## config.mk

```make
export PLATFORM = sky130hd
export DESIGN_NAME = alu_exec_unit
export DESIGN_NICKNAME = d
export VERILOG_FILES = /design/src/rtl/alu_exec_unit.sv
export SDC_FILE = /design/constraint.sdc
export NUM_CORES = 1
export LEC_CHECK = 0
export BUFFER_PORTS_ARGS = -buffer_cell sky130_fd_sc_hd__clkbuf_2
export CORE_MARGIN = 4
export CORE_UTILIZATION = 40
export CTS_CLUSTER_SIZE = 28
export DETAILED_ROUTE_END_ITERATION = 8
export GPL_TIMING_DRIVEN = 0
export PLACE_DENSITY = 0.57
export SYNTH_ARGS = -nofsm -noshare
export SYNTH_HDL_FRONTEND = slang
export SYNTH_SLANG_ARGS = --single-unit
export TNS_END_PERCENT = 30
```

## constraint.sdc

```tcl
create_clock -name clk -period 9.1 [get_ports clk]
set_clock_uncertainty 0.05 [all_clocks]
set_input_delay 0.455 -clock clk [delete_from_list [all_inputs] [get_ports clk]]
set_output_delay 0.455 -clock clk [all_outputs]
set_load 0.05 [all_outputs]
```

## src/rtl/alu_exec_unit.sv

```systemverilog
// Execute stage: opcode decode, ALU, shift-add multiplier, register file and
// result/flag registers behind valid/ready handshakes on both sides.
// Results and flags are written back at the edge that enters DONE, so an
// instruction accepted while leaving DONE already sees the new values.
module alu_exec_unit #(
    parameter int WIDTH = 8,
    parameter int NREGS = 4,
    localparam int AW = $clog2(NREGS)
) (
    input  logic             clk,
    input  logic             rst,
    input  logic             in_valid,
    output logic             in_ready,
    input  logic [2:0]       opcode,
    input  logic [AW-1:0]    rd,
    input  logic [AW-1:0]    rs1,
    input  logic [AW-1:0]    rs2,
    input  logic             imm_en,
    input  logic [WIDTH-1:0] imm,
    output logic             out_valid,
    input  logic             out_ready,
    output logic [WIDTH-1:0] result,
    output logic [AW-1:0]    rd_out,
    output logic             carry,
    output logic             zero,
    input  logic [AW-1:0]    dbg_addr,
    output logic [WIDTH-1:0] dbg_data
);

    localparam int CW = $clog2(WIDTH);
    localparam logic [CW-1:0] CNT_LAST = CW'(WIDTH - 1);
    localparam logic [2:0] OP_ADD = 3'b000;
    localparam logic [2:0] OP_SUB = 3'b001;
    localparam logic [2:0] OP_AND = 3'b010;
    localparam logic [2:0] OP_OR  = 3'b011;
    localparam logic [2:0] OP_XOR = 3'b100;
    localparam logic [2:0] OP_SHL = 3'b101;
    localparam logic [2:0] OP_SHR = 3'b110;
    localparam logic [2:0] OP_MUL = 3'b111;

    typedef enum logic [1:0] {
        ST_IDLE = 2'd0,
        ST_MUL  = 2'd1,
        ST_DONE = 2'd2
    } state_t;

    state_t             state_q, state_d;
    logic [WIDTH-1:0]   regs_q [NREGS];
    logic [WIDTH-1:0]   result_q, result_d;
    logic [AW-1:0]      rd_q, rd_d;
    logic               carry_q, carry_d;
    logic               zero_q, zero_d;
    logic [2*WIDTH-1:0] mcand_q, mcand_d;
    logic [2*WIDTH-1:0] acc_q, acc_d;
    logic [WIDTH-1:0]   mplier_q, mplier_d;
    logic [CW-1:0]      cnt_q, cnt_d;

    logic               accept;
    logic               wr_en;
    logic [WIDTH-1:0]   op_a, op_b;
    logic [WIDTH-1:0]   alu_res;
    logic               alu_c;
    logic [WIDTH:0]     ext;
    logic [2*WIDTH-1:0] acc_step;

    assign in_ready  = (state_q == ST_IDLE) | ((state_q == ST_DONE) & out_ready);
    assign accept    = in_valid & in_ready;
    assign out_valid = (state_q == ST_DONE);
    assign result    = result_q;
    assign rd_out    = rd_q;
    assign carry     = carry_q;
    assign zero      = zero_q;
    assign dbg_data  = regs_q[dbg_addr];

    assign op_a = regs_q[rs1];
    assign op_b = imm_en ? imm : regs_q[rs2];

    // One shift-add step: add the shifted multiplicand when the current multiplier bit is set.
    assign acc_step = mplier_q[0] ? (acc_q + mcand_q) : acc_q;

    // Single-cycle ALU result and carry for the instruction being accepted.
    always_comb begin
        ext     = '0;
        alu_res = '0;
        alu_c   = 1'b0;
        case (opcode)
            OP_ADD: begin
                ext     = {1'b0, op_a} + {1'b0, op_b};
                alu_res = ext[WIDTH-1:0];
                alu_c   = ext[WIDTH];
            end
            OP_SUB: begin
                ext     = {1'b0, op_a} - {1'b0, op_b};
                alu_res = ext[WIDTH-1:0];
                alu_c   = ext[WIDTH];
            end
            OP_AND: alu_res = op_a & op_b;
            OP_OR:  alu_res = op_a | op_b;
            OP_XOR: alu_res = op_a ^ op_b;
            OP_SHL: begin
                alu_res = {op_a[WIDTH-2:0], 1'b0};
                alu_c   = op_a[WIDTH-1];
            end
            OP_SHR: begin
                alu_res = {1'b0, op_a[WIDTH-1:1]};
                alu_c   = op_a[0];
            end
            default: begin
                alu_res = '0;
                alu_c   = 1'b0;
            end
        endcase
    end

    // Next-state, multiplier datapath and writeback decisions.
    always_comb begin
        state_d  = state_q;
        result_d = result_q;
        rd_d     = rd_q;
        carry_d  = carry_q;
        zero_d   = zero_q;
        mcand_d  = mcand_q;
        acc_d    = acc_q;
        mplier_d = mplier_q;
        cnt_d    = cnt_q;
        wr_en    = 1'b0;
        case (state_q)
            ST_IDLE, ST_DONE: begin
                if (state_q == ST_DONE && out_ready) begin
                    state_d = ST_IDLE;
                end
                if (accept) begin
                    rd_d = rd;
                    if (opcode == OP_MUL) begin
                        mcand_d  = {{WIDTH{1'b0}}, op_a};
                        mplier_d = op_b;
                        acc_d    = '0;
                        cnt_d    = CNT_LAST;
                        state_d  = ST_MUL;
                    end else begin
                        result_d = alu_res;
                        carry_d  = alu_c;
                        zero_d   = (alu_res == '0);
                        wr_en    = 1'b1;
                        state_d  = ST_DONE;
                    end
                end
            end
            ST_MUL: begin
                acc_d    = acc_step;
                mcand_d  = mcand_q << 1;
                mplier_d = mplier_q >> 1;
                cnt_d    = cnt_q - 1'b1;
                if (cnt_q == '0) begin
                    result_d = acc_step[WIDTH-1:0];
                    carry_d  = |acc_step[2*WIDTH-1:WIDTH];
                    zero_d   = (acc_step[WIDTH-1:0] == '0);
                    wr_en    = 1'b1;
                    state_d  = ST_DONE;
                end
            end
            default: state_d = ST_IDLE;
        endcase
    end

    // Control, result and multiplier registers.
    always_ff @(posedge clk or negedge rst) begin
        if (!rst) begin
            state_q  <= ST_IDLE;
            result_q <= '0;
            rd_q     <= '0;
            carry_q  <= 1'b0;
            zero_q   <= 1'b0;
            mcand_q  <= '0;
            acc_q    <= '0;
            mplier_q <= '0;
            cnt_q    <= '0;
        end else begin
            state_q  <= state_d;
            result_q <= result_d;
            rd_q     <= rd_d;
            carry_q  <= carry_d;
            zero_q   <= zero_d;
            mcand_q  <= mcand_d;
            acc_q    <= acc_d;
            mplier_q <= mplier_d;
            cnt_q    <= cnt_d;
        end
    end

    // Register file; the completing result lands in reg[rd] at the DONE-entry edge.
    always_ff @(posedge clk or negedge rst) begin
        if (!rst) begin
            for (int i = 0; i < NREGS; i++) begin
                regs_q[i] <= '0;
            end
        end else if (wr_en) begin
            regs_q[rd_d] <= result_d;
        end
    end

endmodule

```

==> flow_summary_export.csv <==
group,metric,value,unit
floorplanning,die_h,136,um
finish,num-nets-final,790,
power_and_ir_drop,p_int,0.00134,W
cts,clockBufferDepth,2,
synth,synth-seq-cells,89,
worst_setup_path,worst-endpoint-required,9250,ps
route,ant_nets,0,
cts,clk_pin_slew_worst_paths,70,ps
worst_setup_path,worst_setup_path_start_kind,"primary input",
timing,fin_crit,4470,ps
power_and_ir_drop,power.total,0.00257,W
cts,clk_latency,360,ps
min_path,hold_path_class,"in -> async",
floorplanning,dieArea,0.0186,mm^2
timing,fmax,224,MHz
cts,cts_sinks,89,
cts,numCtsBuffers,9,
finish,drive_above_1_share,19.1,%
route,drt-initial-drc-count,461,
synth,yosysSeqAreaShare,33.8,%
cts,clockRootBuffer,"clkbuf_16",
synth,ys.flop_type,"dfrtp_1",
timing,slew_headroom,36.0,%
timing,fin_crit_sh,49.2,%
floorplanning,die_x,136,um
worst_setup_path,crit_type,"in -> reg",
finish,diodes,0,
power_and_ir_drop,p_leak,3.24,nW
worst_setup_path,endpoint_kind,"register",
timing,finalHoldViolCount,0,
worst_setup_path,critPathMaxFanout,8,
placed_design,numPortBuffers,38,
cts,cts-htree-levels,3,
finish,seq_area,0.00223,mm^2
synth,syn_area,0.00660,mm^2
route,routed_wl,19900,um
route,vias,5660,
timing,tns,0,ps
global_route,grt_max_degree,50,
run_status,status,"finished, final reports clean",
route,dr.pass1.iters,5,
synth,synth_cell_types,82,
finish,layout_commonest_cell,"dfrtp_1",
route,drc,0,
cts,cts_resized,0,
placed_design,dp_cells,926,
finish,stdcell_count,942,
global_route,first_global_vias,5626,
synth,syn_inst,671,
flow_run,drv_cap,0,
timing,worstMarginPinSlew,958,ps
finish,final_cell_mix,"89 x dfrtp_1, 70 x nand2_1, 47 x o21ai_0",
synth,ys_warn_count,0,
power_and_ir_drop,switching_power,0.00123,W
synth,async_flop_share,100,%
cts,cts_setup_buffers,0,
global_route,antenna_found_initial,0,
power_and_ir_drop,seqPwrFrac,28.3,%
synth,synth_edf_count,0,
synth,avgSynthCellArea,9.83,um^2
power_and_ir_drop,clkPwrFrac,15.2,%
floorplanning,start_util,41.2,%
cts,cts_tree,"built",
floorplanning,rows,46,
power_and_ir_drop,combPwrFrac,56.5,%
power_and_ir_drop,p_per_area,348,mW/mm^2
worst_setup_path,arrival,4620,ps
global_route,overflow,0,
floorplanning,core,0.0160,mm^2
floorplanning,io_pins,46,
route,detail_route.vias_per_cell,6.01,
power_and_ir_drop,p_sw_share,47.8,%
cts,cts_hold_buf,0,
timing,slew_viol_final,0,
finish,multi_input_area,0.00407,mm^2
placed_design,hpwl,15200,um
global_route,grt_first_pass_wirelength,31500,um
global_route,groute.usage.overall,22.2,%
synth,syn_nets,740,
timing,setup-violations-final,0,
route,wire_per_inst,21.2,um
power_and_ir_drop,ir_drop,0.000197,V
placed_design,gp_congestion,0.887,
timing,grt_setup_unrepaired,"no",
finish,area_growth,12.0,%
finish,fill_cells,1558,
[state kept, by name, summed over array words and instances (netlist names)]
signal,cells
regs_q,32
mcand_q,16
zero,1
rd_out,2
acc_q,16
carry,1
cnt_q,3
mplier_q,8
result,8
state_q,2
[cell families (layout without fill, tap and decap cells)]
| group | count (synthesis) | after routing | share of synthesized area, % |
|---|---|---|---|
| compound gates | 191 | 191 | 20.0 |
| xor+xnor | 17 | 17 | 2.26 |
| fa+ha+maj | 45 | 45 | 8.87 |
| buf+inv | 74 | 129 | 4.53 |
| flops | 89 | 89 | 33.8 |
| mux | 78 | 78 | 17.3 |
| simple gates | 177 | 177 | 13.3 |
[cell usage after synthesis, types with 5 or more instances]
library cell / number / share of area, %
inv_1: 35 / 2.0
nand3_1: 20 / 1.5
a31oi_1: 8 / 0.76
o21ai_0: 47 / 3.6
nor2b_1: 8 / 0.76
buf_2: 8 / 0.61
xnor2_1: 11 / 1.5
buf_1: 7 / 0.40
mux4_2: 22 / 7.5
a21oi_1: 40 / 3.0
nand2_1: 70 / 4.0
nor2_1: 32 / 1.8
nor3_1: 13 / 0.99
o22ai_1: 6 / 0.57
xor2_1: 6 / 0.80
mux2i_1: 24 / 3.6
o21ai_1: 5 / 0.38
a22oi_1: 20 / 2.3
ha_1: 42 / 8.0
o211ai_1: 6 / 0.68
a22o_1: 5 / 0.66
a21o_1: 5 / 0.57
clkbuf_1: 22 / 1.3
dfrtp_1: 89 / 34
mux2_2: 26 / 4.4
a211oi_1: 5 / 0.57
[routing by layer]
layer	track usage, %	share of wire (%)	vias up
met3	4.96	5.5	38
met2	34.8	46	191
met1	30.8	46	2838
met5	0	0	-
met4	6.61	2.5	0
li1	-	-	2593
[critical path, stage by stage]
cell and delay (ps):
clkbuf_1 540, mux4_2 590, mux2i_1 360, inv_1 120
ha_1 240, inv_1 80, fa_1 230, nor2b_1 60
o21a_1 180, o21ai_0 290, nor4b_1 410, o41ai_1 250
o41ai_2 650, a31oi_1 170
[final timing paths]
| check | start | end | slack, ps | cells past startpoint |
|---|---|---|---|---|
| min in group clk | out_ready | state_q[1] | 280 | 2 |
| setup / recovery | rs2[0] | regs_q[14] | 4630 | 14 |
| max in group asynchronous | rst | regs_q[28] | 8270 | 2 |
| hold / removal | rst | mcand_q[7] | 70 | 1 |
| hold reg to reg | mplier_q[7] | mplier_q[7] | 460 | 2 |
| setup reg to reg | regs_q[0] | regs_q[14] | 4970 | 13 |
[power groups by stage]
stage | combinational [W] | sequential (W) | clock, W
5_1_grt | 0.00158 | 0.000752 | 0.000414
3_5_place_dp | 0.00143 | 0.000733 | 0
3_3_place_gp | 0.00141 | 0.000720 | 0
2_1_floorplan | 0.00102 | 0.000752 | 0
4_1_cts | 0.00144 | 0.000726 | 0.000397
6_report | 0.00145 | 0.000729 | 0.000391
[final cells by class]
cell class              count  share of cell area (%)
plain buffers              39                    2.27
multi-input cells         508                    55.1
well taps                 216                    3.66
repair buffers             39                    2.98
clock inverters             7                    1.07
inverters                  35                    1.78
flip-flops and latches     89                    30.1
clock buffers               9                    3.05
[per-stage QoR]
stage	utilization, %	worst slack [ps]	instance area (um^2)	hold slack (ps)
floorplan	-	5100	6600	109
global placement	44.1	4320	7060	442
detailed placement	44.3	4340	7090	449
CTS	46.2	4710	7390	90.5
global route	46.2	4390	7390	130
finish	46.2	4630	7390	69.6
Note: power is estimated with default switching activity, not from simulation.
